File: src/rtl/wb_burst_reader_if.sv
// Wishbone pipelined bus bundle shared by the burst reader and its slave.
// Master drives the request side; the slave returns data, ack and stall.
interface if_wb;
  logic        cyc;
  logic        stb;
  logic        we;
  logic [3:0]  sel;
  logic [31:0] adr;
  logic [31:0] dat_w;
  logic [31:0] dat_r;
  logic        ack;
  logic        stall;

  modport master (
    output cyc, stb, we, sel, adr, dat_w,
    input  dat_r, ack, stall
  );

  modport slave (
    input  cyc, stb, we, sel, adr, dat_w,
    output dat_r, ack, stall
  );
endinterface

File: src/rtl/wb_burst_reader.sv
// Wishbone pipelined burst reader streaming words through a small FIFO.
// Define WB_BURST_READER_TIMEOUT_EN to add the 8-bit ack watchdog.
module wb_burst_reader #(
  parameter int LEN_W      = 8,
  parameter int FIFO_DEPTH = 4
) (
  input  logic             clk_i,
  input  logic             rst_n_i,
  input  logic             start_i,
  input  logic [31:0]      adr_i,
  input  logic [LEN_W-1:0] len_i,
  output logic             busy_o,
  output logic             done_o,
  output logic             err_o,
  output logic [31:0]      dat_o,
  output logic             valid_o,
  input  logic             ready_i,
  if_wb.master             bus
);
  localparam int AW = $clog2(FIFO_DEPTH);
  localparam int CW = AW + 1;

  typedef enum logic [1:0] {
    IDLE,
    REQ,
    WAIT,
    DONE
  } state_t;

  state_t           r_state;
  state_t           w_next;
  logic [31:0]      r_adr;
  logic [LEN_W-1:0] r_left;
  logic [CW-1:0]    r_out;
  logic [CW-1:0]    r_cnt;
  logic [AW-1:0]    r_wp;
  logic [AW-1:0]    r_rp;
  logic [31:0]      r_mem [FIFO_DEPTH];

  logic          w_start;
  logic          w_cyc;
  logic          w_stb;
  logic          w_issue;
  logic          w_ack;
  logic          w_pop;
  logic          w_last;
  logic          w_tmo;
  logic [CW:0]   w_load;

  assign w_start = (r_state == IDLE) && start_i && (r_cnt == '0);
  assign w_cyc   = (r_state == REQ) || (r_state == WAIT);
  // Every issued request must have a FIFO slot reserved for its ack.
  assign w_load  = {1'b0, r_out} + {1'b0, r_cnt};
  assign w_stb   = (r_state == REQ) &&
                   (w_load < (CW+1)'(FIFO_DEPTH));
  assign w_issue = w_stb && !bus.stall;
  assign w_ack   = bus.ack && (r_out != '0);
  assign w_pop   = valid_o && ready_i;
  assign w_last  = (r_left == LEN_W'(1));

`ifdef WB_BURST_READER_TIMEOUT_EN
  logic [7:0] r_wdog;
  logic       r_err;

  always_ff @(posedge clk_i or negedge rst_n_i) begin
    if (!rst_n_i) begin
      r_wdog <= '0;
      r_err  <= 1'b0;
    end else begin
      if (!w_cyc || w_ack)
        r_wdog <= '0;
      else if (r_wdog != 8'hff)
        r_wdog <= r_wdog + 8'd1;
      if (w_start)
        r_err <= 1'b0;
      else if (w_tmo)
        r_err <= 1'b1;
    end
  end

  assign w_tmo = w_cyc && (r_wdog == 8'hff);
  assign err_o = r_err;
`else
  assign w_tmo = 1'b0;
  assign err_o = 1'b0;
`endif

  always_ff @(posedge clk_i or negedge rst_n_i) begin
    if (!rst_n_i)
      r_state <= IDLE;
    else
      r_state <= w_next;
  end

  always_comb begin
    w_next = r_state;
    unique case (r_state)
      IDLE: begin
        if (w_start)
          w_next = (len_i == '0) ? DONE : REQ;
      end
      REQ: begin
        if (w_tmo)
          w_next = DONE;
        else if (w_issue && w_last)
          w_next = WAIT;
      end
      WAIT: begin
        if (w_tmo)
          w_next = DONE;
        else if (r_out == '0)
          w_next = DONE;
        else if (r_out == CW'(1) && w_ack)
          w_next = DONE;
      end
      DONE: w_next = IDLE;
    endcase
  end

  always_ff @(posedge clk_i or negedge rst_n_i) begin
    if (!rst_n_i) begin
      r_adr  <= '0;
      r_left <= '0;
      r_out  <= '0;
    end else begin
      if (w_start) begin
        r_adr  <= adr_i;
        r_left <= len_i;
      end else if (w_issue) begin
        r_adr  <= r_adr + 32'd4;
        r_left <= r_left - LEN_W'(1);
      end
      if (w_tmo)
        r_out <= '0;
      else if (w_issue && !w_ack)
        r_out <= r_out + CW'(1);
      else if (!w_issue && w_ack)
        r_out <= r_out - CW'(1);
    end
  end

  always_ff @(posedge clk_i or negedge rst_n_i) begin
    if (!rst_n_i) begin
      r_wp  <= '0;
      r_rp  <= '0;
      r_cnt <= '0;
    end else begin
      if (w_ack)
        r_wp <= r_wp + AW'(1);
      if (w_pop)
        r_rp <= r_rp + AW'(1);
      if (w_ack && !w_pop)
        r_cnt <= r_cnt + CW'(1);
      else if (!w_ack && w_pop)
        r_cnt <= r_cnt - CW'(1);
    end
  end

  // Storage needs no reset; the head is masked while empty.
  always_ff @(posedge clk_i) begin
    if (w_ack)
      r_mem[r_wp] <= bus.dat_r;
  end

  assign valid_o = (r_cnt != '0);
  assign dat_o   = valid_o ? r_mem[r_rp] : 32'h0;
  assign busy_o  = (r_state != IDLE);
  assign done_o  = (r_state == DONE);

  assign bus.cyc   = w_cyc;
  assign bus.stb   = w_stb;
  assign bus.we    = 1'b0;
  assign bus.sel   = w_cyc ? 4'hf : 4'h0;
  assign bus.adr   = r_adr;
  assign bus.dat_w = 32'h0;
endmodule

File: src/flat_wrapper.sv
// flat-port wrapper written by rule: the top's interface ports become plain ports
module wb_burst_reader_flat 
#(
  parameter int LEN_W      = 8,
  parameter int FIFO_DEPTH = 4
)
  (clk_i, rst_n_i, start_i, adr_i, len_i, busy_o, done_o, err_o, dat_o, valid_o, ready_i, bus_cyc, bus_stb, bus_we, bus_sel, bus_adr, bus_dat_w, bus_dat_r, bus_ack, bus_stall);
  if_wb bus_i ();
  input  logic clk_i;
  input  logic rst_n_i;
  input  logic start_i;
  input  logic [31:0] adr_i;
  input  logic [LEN_W-1:0] len_i;
  output logic busy_o;
  output logic done_o;
  output logic err_o;
  output logic [31:0] dat_o;
  output logic valid_o;
  input  logic ready_i;
  output wire logic [$bits(bus_i.cyc)-1:0] bus_cyc;
  output wire logic [$bits(bus_i.stb)-1:0] bus_stb;
  output wire logic [$bits(bus_i.we)-1:0] bus_we;
  output wire logic [$bits(bus_i.sel)-1:0] bus_sel;
  output wire logic [$bits(bus_i.adr)-1:0] bus_adr;
  output wire logic [$bits(bus_i.dat_w)-1:0] bus_dat_w;
  input wire logic [$bits(bus_i.dat_r)-1:0] bus_dat_r;
  input wire logic [$bits(bus_i.ack)-1:0] bus_ack;
  input wire logic [$bits(bus_i.stall)-1:0] bus_stall;
  assign bus_cyc = bus_i.cyc;
  assign bus_stb = bus_i.stb;
  assign bus_we = bus_i.we;
  assign bus_sel = bus_i.sel;
  assign bus_adr = bus_i.adr;
  assign bus_dat_w = bus_i.dat_w;
  assign bus_i.dat_r = bus_dat_r;
  assign bus_i.ack = bus_ack;
  assign bus_i.stall = bus_stall;
  wb_burst_reader #(.LEN_W(LEN_W), .FIFO_DEPTH(FIFO_DEPTH)) u_core (.clk_i(clk_i), .rst_n_i(rst_n_i), .start_i(start_i), .adr_i(adr_i), .len_i(len_i), .busy_o(busy_o), .done_o(done_o), .err_o(err_o), .dat_o(dat_o), .valid_o(valid_o), .ready_i(ready_i), .bus(bus_i));
endmodule
File: config.mk
export PLATFORM = sky130hd
export DESIGN_NAME = wb_burst_reader_flat
export DESIGN_NICKNAME = d
export VERILOG_FILES = /design/src/rtl/wb_burst_reader_if.sv /design/src/rtl/wb_burst_reader.sv /design/src/flat_wrapper.sv
export SDC_FILE = /design/constraint.sdc
export NUM_CORES = 1
export LEC_CHECK = 0
export BUFFER_PORTS_ARGS = -buffer_cell sky130_fd_sc_hd__buf_2
export CORE_ASPECT_RATIO = 1.2
export CORE_MARGIN = 8
export CORE_UTILIZATION = 55
export DETAILED_ROUTE_END_ITERATION = 6
export PLACE_DENSITY = 0.81
export SYNTH_ARGS = -nofsm -noshare
export SYNTH_HDL_FRONTEND = slang
export SYNTH_SLANG_ARGS = --single-unit
File: constraint.sdc
create_clock -name clk_i -period 4.07 [get_ports clk_i]
set_clock_uncertainty 0.2 [all_clocks]
set_input_delay 0 -clock clk_i [delete_from_list [all_inputs] [get_ports clk_i]]
set_output_delay 0 -clock clk_i [all_outputs]
set_load 0.05 [all_outputs]
Word-level counts from Yosys, hierarchy flattened
Memory sizes are Yosys's and may differ from the RTL's.
Cells that the tools add are included.
- flip-flop bits (word level): 52
- RAM bits: 128
- input bits: 78
- memories kept: 1
- memory list (memory ; depth ; width ; read ports ; clocked after Yosys merged registers in ; wr ports ; RTL line ; source):
    u_core.r_mem ; 4 ; 32 ; 1 ; 0 ; 1 ; wb_burst_reader.sv:38 ; logic [31:0] r_mem [FIFO_DEPTH];
- add/sub/neg operators: 9
- magnitude comparators: 1
- equality and inequality tests: 8
- muxes and demuxes: 18
- reduce and logical (&&, ||, !) cells: 28
- operators with widths (operator ; count):
    $mux 32 ; 3
    $add 32x3->32 const B ; 1
    $mux 8 ; 2
    $logic_and 1x1->1 ; 12
    $mux 3 ; 4
    $mux 2 ; 5
    $eq 8x1->1 const B ; 1
    $logic_not 8->1 ; 1
    $pmux 2 s4 ; 1
    $reduce_bool 2->1 ; 4
    $sub 8x1->8 const B ; 1
    $add 3x1->3 const B ; 2
    $logic_not 3->1 ; 2
    $reduce_bool 3->1 ; 2
    $sub 3x1->3 const B ; 2
    $add 2x1->2 const B ; 2
    $add 3x3->4 ; 1
    $eq 2x2->1 const B ; 2
    $logic_not 1->1 ; 4
    $lt 4x3->1 const B ; 1
    $mux 4 ; 1
    $eq 3x1->1 const B ; 1
    $ne 3x3->1 const B ; 1
    $reduce_and 3->1 ; 1
    other kinds (6) ; 7

Logic depth before layout (Yosys ltp)
Gate-level depths: netlist of run 1.
- depth after elaboration: 8
- mapped depth: 11

Worst setup path after synthesis of run 1
Ideal clock, no wire load.
- kind: register to register
- from: register u_core.r_cnt[2]
- to: register u_core.r_adr[31] (netlist: u_core.bus.adr[31])
- arrival time: 2499 ps
- slack: 1289 ps
- cell stages (with the launch flop): 7
- cell sequence: dfrtp_1 > ha_1 > or4b_4 > or4_1 > clkbuf_2 > or4_1 > a31oi_1
- cells in the longest elaborated chain, start to end: 5
- elaborated cells on any way between the ends: 8
- classes of those cells: 1 x add/sub; 1 x order compare; 1 x mux; 5 x reduce/logical
- ends and longest elaborated chain (what ; RTL line ; source):
    start: declaration ; wb_burst_reader.sv:35 ; logic [CW-1:0] r_cnt;
    start signal: assignment ; wb_burst_reader.sv:153 ; r_cnt <= r_cnt + CW'(1);
    start signal: assignment ; wb_burst_reader.sv:155 ; r_cnt <= r_cnt - CW'(1);
    $add 3x3->4 ; wb_burst_reader.sv:53 ; assign w_load = {1'b0, r_out} + {1'b0, r_cnt};
    $lt 4x3->1 ; wb_burst_reader.sv:55 ; (w_load < (CW+1)'(FIFO_DEPTH));
    $logic_and 1x1->1 ; wb_burst_reader.sv:54 ; assign w_stb = (r_state == REQ) &&
    $logic_and 1x1->1 ; wb_burst_reader.sv:56 ; assign w_issue = w_stb && !bus.stall;
    $reduce_bool 2->1 (no source line) ; - ;
    end signal: assignment ; wb_burst_reader.sv:127 ; r_adr <= adr_i;
    end signal: assignment ; wb_burst_reader.sv:130 ; r_adr <= r_adr + 32'd4;
    end: declaration ; wb_burst_reader.sv:32 ; logic [31:0] r_adr;
Parallel ways exist; a longest one is shown, timed or not.
A chain may end at the register's enable or synchronous reset.

Worst setup path after layout of run 1
- from: register u_core.r_cnt[2]
- to: register u_core.r_left[7]
- cells in the longest elaborated chain, start to end: 5
- elaborated cells on any way between the ends: 8
- classes of those cells: 1 x add/sub; 1 x order compare; 1 x mux; 5 x reduce/logical
- ends and longest elaborated chain (what ; RTL line ; source):
    $add 3x3->4 ; wb_burst_reader.sv:53 ;
    $lt 4x3->1 ; wb_burst_reader.sv:55 ;
    $logic_and 1x1->1 ; wb_burst_reader.sv:54 ;
    $logic_and 1x1->1 ; wb_burst_reader.sv:56 ;
    $reduce_bool 2->1 (no source line) ; - ;
    end signal: assignment ; wb_burst_reader.sv:128 ; r_left <= len_i;
    end signal: assignment ; wb_burst_reader.sv:131 ; r_left <= r_left - LEN_W'(1);
    end: declaration ; wb_burst_reader.sv:33 ; logic [LEN_W-1:0] r_left;
Parallel ways exist; a longest one is shown, timed or not.

==> results of run 1 <==
-- cells by family after synthesis --
| family | share of synthesized area (%) |
|---|---|
| multiplexers | 9.37 |
| buffers and inverters | 5.76 |
| XOR/XNOR | 1.38 |
| adder cells (fa/ha/maj) | 3.27 |
| AO/OA/AOI/OAI | 5.67 |
| flip-flops | 62.3 |
| other | 0.0454 |
| AND/OR/NAND/NOR | 12.2 |
-- synth_stat cells, types with 4 or more instances --
| cell type | n | area share (%) |
|---|---|---|
| dfrtp_1 | 52 | 16 |
| nor2_1 | 32 | 1.5 |
| edfxtp_1 | 128 | 47 |
| xor2_1 | 5 | 0.53 |
| and2_1 | 38 | 2.9 |
| inv_1 | 21 | 0.96 |
| a31oi_1 | 30 | 2.3 |
| clkbuf_1 | 23 | 1.0 |
| nand2_1 | 30 | 1.4 |
| or4_1 | 24 | 2.2 |
| nand4_1 | 10 | 0.76 |
| o31ai_1 | 18 | 1.6 |
| o21ai_0 | 16 | 0.97 |
| ha_1 | 20 | 3.0 |
| and4_1 | 4 | 0.42 |
| buf_4 | 38 | 3.5 |
| mux4_2 | 32 | 8.7 |
| nand3_1 | 15 | 0.91 |
| xnor2_1 | 8 | 0.85 |
| or3_1 | 11 | 0.83 |
-- final cells by class --
class / instances / area [µm²]
sequential: 180 / 5150
fill: 990 / 4460
multi-input combinational: 357 / 2760
timing repair buffer: 234 / 1580
clock buffer: 18 / 429
tap: 204 / 255
clock inverter: 14 / 118
inverter: 22 / 82.6
antenna: 1 / 2.50
-- final timing paths --
| path | start | endpoint |
|---|---|---|
| setup / recovery | u_core.r_cnt[2] | u_core.r_left[7] |
| hold / removal | rst_n_i | u_core.r_state[0] |
| hold reg to reg | u_core.bus.adr[1] | u_core.bus.adr[1] |
| min in group clk_i | start_i | u_core.r_state[1] |
| setup reg to reg | u_core.r_cnt[2] | u_core.r_left[7] |
| max in group asynchronous | rst_n_i | u_core.r_rp[0] |
-- state kept, by name (all words and copies together) (netlist names) --
name	flops
u_core.r_cnt	3
u_core.r_wp	2
u_core.r_rp	2
u_core.bus.adr	32
u_core.r_left	8
u_core.r_state	2
u_core.r_mem	128
u_core.r_out	3
-- power by group through the flow --
stage | Sequential [mW] | Clock, mW | Combinational (mW)
2_1_floorplan | 3.37 | 0 | 2.80
3_3_place_gp | 2.94 | 0 | 4.06
3_5_place_dp | 2.99 | 0 | 4.15
4_1_cts | 2.97 | 1.56 | 4.24
5_1_grt | 3.04 | 1.63 | 4.51
6_report | 2.97 | 1.53 | 4.25
-- timing repair --
item | 4_1_cts | 5_1_grt
hold endpoints to repair | 228 | 0
hold buffers | 78 | 0
setup buffers | 0 | 0
-- stage by stage --
stage               power, mW  worst slack, ps  cells
floorplan                6.17             1290    625
global placement         7.00             1050    919
detailed placement       7.14             1020    919
CTS                      8.76              702   1029
global route             9.18              574   1030
finish                   8.75              666   1030
-- layer usage --
metal / global-route usage (%) / vias to the layer above / wire, µm
li1: - / 2627 / -
met1: 23.8 / 2869 / 7440
met2: 39.2 / 279 / 11000
met3: 5.92 / 42 / 1450
met4: 7.44 / 0 / 438
met5: 0 / - / 0
-- worst max-delay path, cell delays in order, from the launching register on --
cell           delay (ps)
dfrtp_1               410
ha_1                  320
nor4b_1               690
nand3_1               340
or4b_2                740
nand3_1               110
dlygate4sd3_1         550
==> impl_metrics.env, run 1 <==
export IMPL_row_count=49
export IMPL_whs_ps=22.6
export IMPL_power_frac_comb_pct=48.5
export IMPL_cts_sinks=180
export IMPL_die_h_um=150
export IMPL_synth_sequential_area_ratio_pct=62.3
export IMPL_cts_root_buffer="clkbuf_16"
export IMPL_cts_buffers=17
export IMPL_vias_per_cell=5.65
export IMPL_drt_wl_total_mm=20.3
export IMPL_grt_pass1_wl_mm=32.1
export IMPL_synth_flop_cell="edfxtp_1"
export IMPL_worst_pin_slew_ps=908
export IMPL_cts_max_level=4
export IMPL_grt_use_total_pct=21.6
export IMPL_ys_types=42
export IMPL_io_pins=185
export IMPL_required_ps=4230
export IMPL_routedWlPerCell_um=19.7
export IMPL_fmax_ghz=0.294
export IMPL_grt_ovfl_total=0
export IMPL_async_flop_share_pct=28.9
export IMPL_clkPwrFrac_pct=17.5
export IMPL_peakVddDrop_uv=1260
export IMPL_cts_resized=0
export IMPL_syn_avg_cell_area_um2=13.9
export IMPL_synth_area_um2=8250
export IMPL_final_min_clock_period_ps=3400
export IMPL_clockBufferDepth=2
export IMPL_ys_ff_latch=180
export IMPL_dieWidth_um=128
export IMPL_status="finished, final reports clean"
export IMPL_dpl_cell_area_um2=9040
export IMPL_reg2regPathDepth=6
export IMPL_slew_violations=0
export IMPL_yosysWarnings=0
export IMPL_drcViolationCount=0
export IMPL_switchingPower_mw=4.16
export IMPL_core_um2=14800
export IMPL_floorplan_die_area_um2=19200
export IMPL_stdcell_area_um2=10400
export IMPL_finalSetupViolCount=0
export IMPL_internal_power_mw=4.59
export IMPL_cts_tree="built"
export IMPL_drive_gt1_share_pct=27.8
export IMPL_cp_end_kind="flip-flop"
export IMPL_hpwl_mm=12.5
export IMPL_crit_path_max_fanout=6
export IMPL_layout_nets=911
export IMPL_rsz0062_at_grt="no"
export IMPL_min_path_type="in -> async"
export IMPL_relSlewSlack_pct=39.3
export IMPL_synth_edff_count=128
export IMPL_clk_latency_ps=420
export IMPL_critPathArrivalTime_ps=3560
export IMPL_ff2ff_setup_slack_ps=670
export IMPL_final_cell_mix="150 x buf_2, 128 x edfxtp_1, 78 x dlygate4sd3_1"
export IMPL_drtIter0Drc=475
export IMPL_first_global_vias=6205
export IMPL_worst_setup_path_type="reg -> reg"
export IMPL_fin_crit_sh_pct=83.6
export IMPL_ant_nets=0
export IMPL_cap_viol_max_count=0
export IMPL_portBuffers=150
export IMPL_syn2layout_area_growth_pct=25.7
export IMPL_syn_inst=592
export IMPL_start_util_pct=55.6
export IMPL_antenna_found_initial=1
export IMPL_share_seq_of_total_power_pct=33.9
export IMPL_startpoint_type="flip-flop"
export IMPL_cts_clk_slew_worst_paths_ps=70
export IMPL_via_count=5817
export IMPL_grt_max_degree=64
export IMPL_hold_viol_final=0
export IMPL_finalWeightedCongestion=0.808
export IMPL_tns_ps=0
export IMPL_p_sw_share_pct=47.5
export IMPL_pwr_density_cell_nw_per_um2=843
export IMPL_p_leak_nw=4.05
export IMPL_firstDrtPassIters=5
export IMPL_finish_utilization_pct=69.9
export IMPL_final_common_cell="buf_2"
Note: power is estimated with default switching activity, not from simulation.
==> run 2, diff against run 1 <==
--- a/config.mk
+++ b/config.mk
@@ -8,9 +8,9 @@
 export BUFFER_PORTS_ARGS = -buffer_cell sky130_fd_sc_hd__buf_2
 export CORE_ASPECT_RATIO = 1.2
 export CORE_MARGIN = 8
-export CORE_UTILIZATION = 55
+export CORE_UTILIZATION = 49
 export DETAILED_ROUTE_END_ITERATION = 6
-export PLACE_DENSITY = 0.81
+export PLACE_DENSITY = 0.76
 export SYNTH_ARGS = -nofsm -noshare
 export SYNTH_HDL_FRONTEND = slang
 export SYNTH_SLANG_ARGS = --single-unit
==> constraint.sdc (replaced) <==
create_clock -name clk_i -period 2.8 [get_ports clk_i]
set_clock_uncertainty 0.2 [all_clocks]
set_input_delay 0 -clock clk_i [delete_from_list [all_inputs] [get_ports clk_i]]
set_output_delay 0 -clock clk_i [all_outputs]
set_load 0.05 [all_outputs]
==> run 2 against run 1 <==
Effect of this change: global-route usage fell by 2.3 points; final cell count rose by 3.5%; core utilization fell by 5.6 points; via count rose by 0.17%; register-to-register slack got worse by 640 ps; flip-flop and latch count did not move; worst setup slack got worse by 640 ps; clock-buffer cell count did not move; largest cell class unchanged; highest routed layer unchanged.
==> impl_metrics.env, run 2 (synthesized netlist as in run 1, its figures left out) <==
export IMPL_cp_end_kind="flip-flop"
export IMPL_fin_crit_sh_pct=98.9
export IMPL_fill_cells=1233
export IMPL_reg2reg_from="u_core.r_cnt[2]"
export IMPL_drt_wl_total_mm=19.8
export IMPL_grt_use_total_pct=19.3
export IMPL_hold_viol_final=0
export IMPL_drcViolationCount=0
export IMPL_portBuffers=150
export IMPL_cts_buffers=17
export IMPL_min_path_cells=2
export IMPL_finalNonFillerCells=1066
export IMPL_clockBufferDepth=2
export IMPL_critPathArrivalTime_ps=2910
export IMPL_worst_path_largest_cell_delay_ps=520
export IMPL_via_count=5827
export IMPL_critical_path_slowest_cell="or4b_4"
export IMPL_ant_nets=0
export IMPL_worstHoldStart="bus_dat_r[20]"
export IMPL_grt_pass1_wl_mm=32.3
export IMPL_regMostFlops="u_core.r_mem"
export IMPL_cp_cell_sequence="ha_1 > or4b_4 > or4_4 > buf_8 > or4_4 > a31oi_1"
export IMPL_place_inst=949
export IMPL_cap_viol_max_count=0
export IMPL_startpoint_type="flip-flop"
export IMPL_io_pins=185
export IMPL_cts_sinks=180
export IMPL_drtIter0Drc=375
export IMPL_clk_latency_ps=430
export IMPL_finalSetupViolCount=0
export IMPL_vias_per_cell=5.47
export IMPL_grt_max_degree=36
export IMPL_ff2ff_setup_slack_ps=30
export IMPL_routedWlPerCell_um=18.6
export IMPL_cts_tree="built"
export IMPL_firstDrtPassIters=5
export IMPL_cts_root_buffer="clkbuf_16"
export IMPL_die_h_um=158
export IMPL_min_path_type="in -> reg"
export IMPL_final_cell_mix="150 x buf_2, 128 x edfxtp_1, 81 x dlygate4sd3_1"
export IMPL_floorplan_die_area_um2=21300
export IMPL_pwr_density_cell_nw_per_um2=1200
export IMPL_status="finished, final reports clean"
export IMPL_worst_pin_slew_ps=582
export IMPL_largest_reg_flops=128
export IMPL_p_total_mw=12.9
export IMPL_cts_clk_slew_worst_paths_ps=70
export IMPL_min_to="u_core.r_mem[3][20]"
export IMPL_worst_setup_path_type="reg -> reg"
export IMPL_hpwl_mm=12.7
export IMPL_peakVddDrop_uv=1420
export IMPL_p_leak_nw=4.20
export IMPL_finalWeightedCongestion=0.827
export IMPL_n_antenna_cell=0
export IMPL_final_min_clock_period_ps=2770
export IMPL_drive_gt1_share_pct=29.9
export IMPL_final_common_cell="buf_2"
export IMPL_layout_nets=936
export IMPL_antenna_found_initial=0
export IMPL_cts_max_level=4
export IMPL_worstReg2RegEnd="u_core.bus.adr[17]"
export IMPL_crit_top_cell="or4_4"
export IMPL_rsz0062_at_grt="yes"
export IMPL_fmax_ghz=0.361
export IMPL_reg2regPathDepth=6
export IMPL_required_ps=2940
export IMPL_core_um2=16700
export IMPL_syn2layout_area_growth_pct=29.8
export IMPL_row_count=52
export IMPL_grt_ovfl_total=0
export IMPL_start_util_pct=49.5
export IMPL_dieWidth_um=134
export IMPL_first_global_vias=6375
export IMPL_slew_violations=0
export IMPL_crit_path_max_fanout=6
export IMPL_critPathLaunch="u_core.r_cnt[2]"
export IMPL_relSlewSlack_pct=61.2
==> run 2: changes by cell type in the layout (fill, tap and decap cells not counted) <==
cell and delta:
clkinv_1 +1, buf_6 +1, buf_12 +6, diode_2 -1, dlygate4sd3_1 +3, or4_4 +4, or4_1 -4, inv_6 -1
clkinv_2 -3, buf_4 +13, bufbuf_16 +1, clkinvlp_4 +3, buf_8 +1
==> run 2: worst max-delay path by stage <==
stage / endpoint / cells after the start
floorplan: u_core.bus.adr[31] / 6
global placement: u_core.bus.adr[17] / 6
detailed placement: u_core.bus.adr[17] / 6
CTS: u_core.bus.adr[17] / 6
global route: u_core.bus.adr[17] / 6
finish: u_core.bus.adr[17] / 6
==> run 2: per-stage QoR <==
stage	setup TNS (ps)	worst slack [ps]	cell area (µm²)	hold slack, ps	utilization (%)
2_1_floorplan	0	18.8	8380	-496	-
3_3_place_gp	-109	-39.6	9260	-161	55.6
3_5_place_dp	-632	-121	9260	-149	55.6
4_1_cts	0	0.411	10700	100	64.2
5_1_grt	-26.2	-10.3	10700	134	64.3
6_report	0	31.2	10700	127	64.3
==> run 2: layout make-up <==
cell class / count / area, µm² / share of cell area [%]
clock buffer: 18 / 429 / 4.01
clock inverter: 14 / 120 / 1.12
sequential: 180 / 5150 / 48.0
timing repair buffer: 259 / 1880 / 17.6
inverter: 22 / 82.6 / 0.771
tap: 216 / 270 / 2.52
multi-input combinational: 357 / 2780 / 25.9
==> run 2: report_power, final <==
part / total (mW) / leakage, nW / internal (mW) / switching [mW]
registers: 4.19 / 1.78 / 3.65 / 0.538
logic: 6.45 / 2.16 / 2.03 / 4.43
clock network: 2.23 / 0.257 / 1.16 / 1.06
==> run 2: layer usage <==
layer  vias to the layer above  global-route usage, %  wire (µm)
li1                       2676                      -          -
met1                      2879                   21.5       7510
met2                       242                   34.3      10500
met3                        30                   5.68       1390
met4                         0                   6.86        393
met5                         -                      0          0
==> run 2: worst max-delay path: cells and delay by family (launching register included) <==
kind                       cells  cell delay, ps
and+or+nand+nor                3            1450
DFF                            1             380
AOI/OAI and AO/OA              1             180
buffers and inverters          1             150
adders and majority gates      1             310
==> run 2: what timing repair did <==
item / 4_1_cts / 5_1_grt
endpoints found under the setup margin: 14 / 9
buffers inserted: 0 / 2
gates resized for setup: 5 / 2
pin swaps: 5 / 6
hold buffers: 82 / 0
cloned: 1 / 0
endpoints found under the hold margin: 228 / 0
==> run 3, diff against run 2 <==
--- a/config.mk
+++ b/config.mk
@@ -8,9 +8,9 @@
 export BUFFER_PORTS_ARGS = -buffer_cell sky130_fd_sc_hd__buf_2
 export CORE_ASPECT_RATIO = 1.2
 export CORE_MARGIN = 8
-export CORE_UTILIZATION = 49
+export CORE_UTILIZATION = 54
 export DETAILED_ROUTE_END_ITERATION = 6
-export PLACE_DENSITY = 0.76
+export PLACE_DENSITY = 0.8
 export SYNTH_ARGS = -nofsm -noshare
 export SYNTH_HDL_FRONTEND = slang
 export SYNTH_SLANG_ARGS = --single-unit
==> constraint.sdc (replaced) <==
create_clock -name clk_i -period 2.9 [get_ports clk_i]
set_clock_uncertainty 0.2 [all_clocks]
set_input_delay 0 -clock clk_i [delete_from_list [all_inputs] [get_ports clk_i]]
set_output_delay 0 -clock clk_i [all_outputs]
set_load 0.05 [all_outputs]
==> run 3 against run 2 <==
Effect of this change: core utilization up 7.1 points; hold slack better by 1.8 ps; non-clock buffer count shrank 2; final cell count is 1.3% lower; first-iteration DRC count up 60%; combinational power is 2% lower.
==> impl_metrics.env, run 3 (synthesized netlist as in run 1, its figures left out) <==
export IMPL_core_um2=15000
export IMPL_cts_root_buffer="clkbuf_16"
export IMPL_required_ps=3040
export IMPL_pwr_density_cell_nw_per_um2=1170
export IMPL_p_leak_nw=4.18
export IMPL_antenna_found_initial=0
export IMPL_cap_viol_max_count=0
export IMPL_min_path_type="in -> reg"
export IMPL_stdcell_area_um2=10700
export IMPL_min_path_cells=2
export IMPL_cts_sinks=180
export IMPL_cts_tree="built"
export IMPL_routedWlPerCell_um=19.8
export IMPL_firstDrtPassIters=7
export IMPL_hpwl_mm=12.9
export IMPL_grt_max_degree=56
export IMPL_largest_reg_flops=128
export IMPL_grt_pass1_wl_mm=32.9
export IMPL_clockBufferDepth=2
export IMPL_cts_max_level=4
export IMPL_cp_end_kind="flip-flop"
export IMPL_drt_wl_total_mm=20.8
export IMPL_finalWeightedCongestion=0.813
export IMPL_first_global_vias=6321
export IMPL_final_common_cell="buf_2"
export IMPL_crit_path_max_fanout=8
export IMPL_setup_ws_ps=111
export IMPL_place_inst=930
export IMPL_die_h_um=151
export IMPL_slew_violations=0
export IMPL_finalSetupViolCount=0
export IMPL_pre_cts_slack_ps=-6.66
export IMPL_dpl_cell_area_um2=9190
export IMPL_status="finished, final reports clean"
export IMPL_regMostFlops="u_core.r_mem"
export IMPL_peakVddDrop_uv=1130
export IMPL_rsz0062_at_grt="no"
export IMPL_final_min_clock_period_ps=2790
export IMPL_ant_nets=0
export IMPL_portBuffers=150
export IMPL_finish_utilization_pct=71.4
export IMPL_io_pins=185
export IMPL_worst_pin_slew_ps=628
export IMPL_final_cell_mix="151 x buf_2, 128 x edfxtp_1, 83 x dlygate4sd3_1"
export IMPL_drive_gt1_share_pct=29.8
export IMPL_reg2regPathDepth=6
export IMPL_row_count=49
export IMPL_hold_viol_final=0
export IMPL_drcViolationCount=0
export IMPL_syn2layout_area_growth_pct=29.3
export IMPL_drtIter0Drc=599
export IMPL_n_antenna_cell=0
export IMPL_cts_clk_slew_worst_paths_ps=70
export IMPL_finalNonFillerCells=1052
export IMPL_fin_crit_sh_pct=96.2
export IMPL_dieWidth_um=129
export IMPL_grt_ovfl_total=0
export IMPL_tns_ps=0
export IMPL_critPathArrivalTime_ps=2930
export IMPL_floorplan_die_area_um2=19500
export IMPL_grt_use_total_pct=21.9
export IMPL_relSlewSlack_pct=58.1
export IMPL_vias_per_cell=5.66
export IMPL_startpoint_type="flip-flop"
export IMPL_via_count=5955
export IMPL_fmax_ghz=0.359
export IMPL_cts_buffers=17
export IMPL_start_util_pct=55.2
export IMPL_layout_nets=934
export IMPL_worst_setup_path_type="reg -> reg"
export IMPL_clk_latency_ps=420
run 3: cell types whose count changed in the layout (fill, tap and decap cells not counted), moves of 2 or more:
cell / before / now
buf_4: 19 / 16
clkinv_4: 2 / 4
dlygate4sd3_1: 81 / 83
clkinvlp_4: 4 / 1
ha_1: 20 / 17
ha_2: 0 / 2
run 3: timing repair:
item / 4_1_cts / 5_1_grt
hold buffers: 84 / 0
pin swaps: 0 / 4
cloned: 1 / 0
hold endpoints to repair: 228 / 0
gates resized for setup: 3 / 6
setup endpoints to repair: 2 / 11
setup buffers: 0 / 5
run 3: per-layer routing:
layer  vias up  share of wire, %  GRT usage [%]
met4         0               2.1           7.36
met3        35               7.4           6.20
met2       295                54           40.3
met5         -                 0              0
li1       2664                 -              -
met1      2961                37           23.7
run 3: final cells by class:
cell class	instances	area, µm²
Clock inverter	14	124
Clock buffer	18	429
Multi-Input combinational cell	357	2800
Timing Repair Buffer	257	1840
Fill cell	990	4290
Tap cell	204	255
Sequential cell	180	5150
Inverter	22	82.6
run 3: where the power goes:
part           leakage [nW]  internal [mW]  total, mW  switching, mW
combinational          2.13           1.97       6.30           4.33
sequential             1.78           3.52       4.08          0.553
clock                 0.268           1.13       2.14           1.02
total                  4.18           6.62       12.5           5.90
run 3: critical path, stage by stage (launching register included):
cell and delay, ps:
dfrtp_1 410, inv_2 90, ha_2 190, or4b_4 490
or4_4 600, or4_1 530, a31oi_1 200
run 3: metrics by stage:
step / hold slack (ps) / total power [mW]
2_1_floorplan: -496 / 8.66
3_3_place_gp: -138 / 9.96
3_5_place_dp: -124 / 10.2
4_1_cts: 97.0 / 12.4
5_1_grt: 121 / 13.1
6_report: 129 / 12.5
run 3: final timing paths:
| check | start | endpoint | slack, ps |
|---|---|---|---|
| worst max-delay path | u_core.r_state[1] | u_core.bus.adr[28] | 110 |
| worst min-delay path | bus_dat_r[7] | u_core.r_mem[0][7] | 130 |
| worst max register to register | u_core.r_state[1] | u_core.bus.adr[28] | 110 |
| worst min register to register | u_core.r_rp[1] | u_core.r_rp[1] | 270 |
| max in group asynchronous | rst_n_i | u_core.r_left[2] | 1690 |
| min in group asynchronous | rst_n_i | u_core.r_left[0] | 470 |
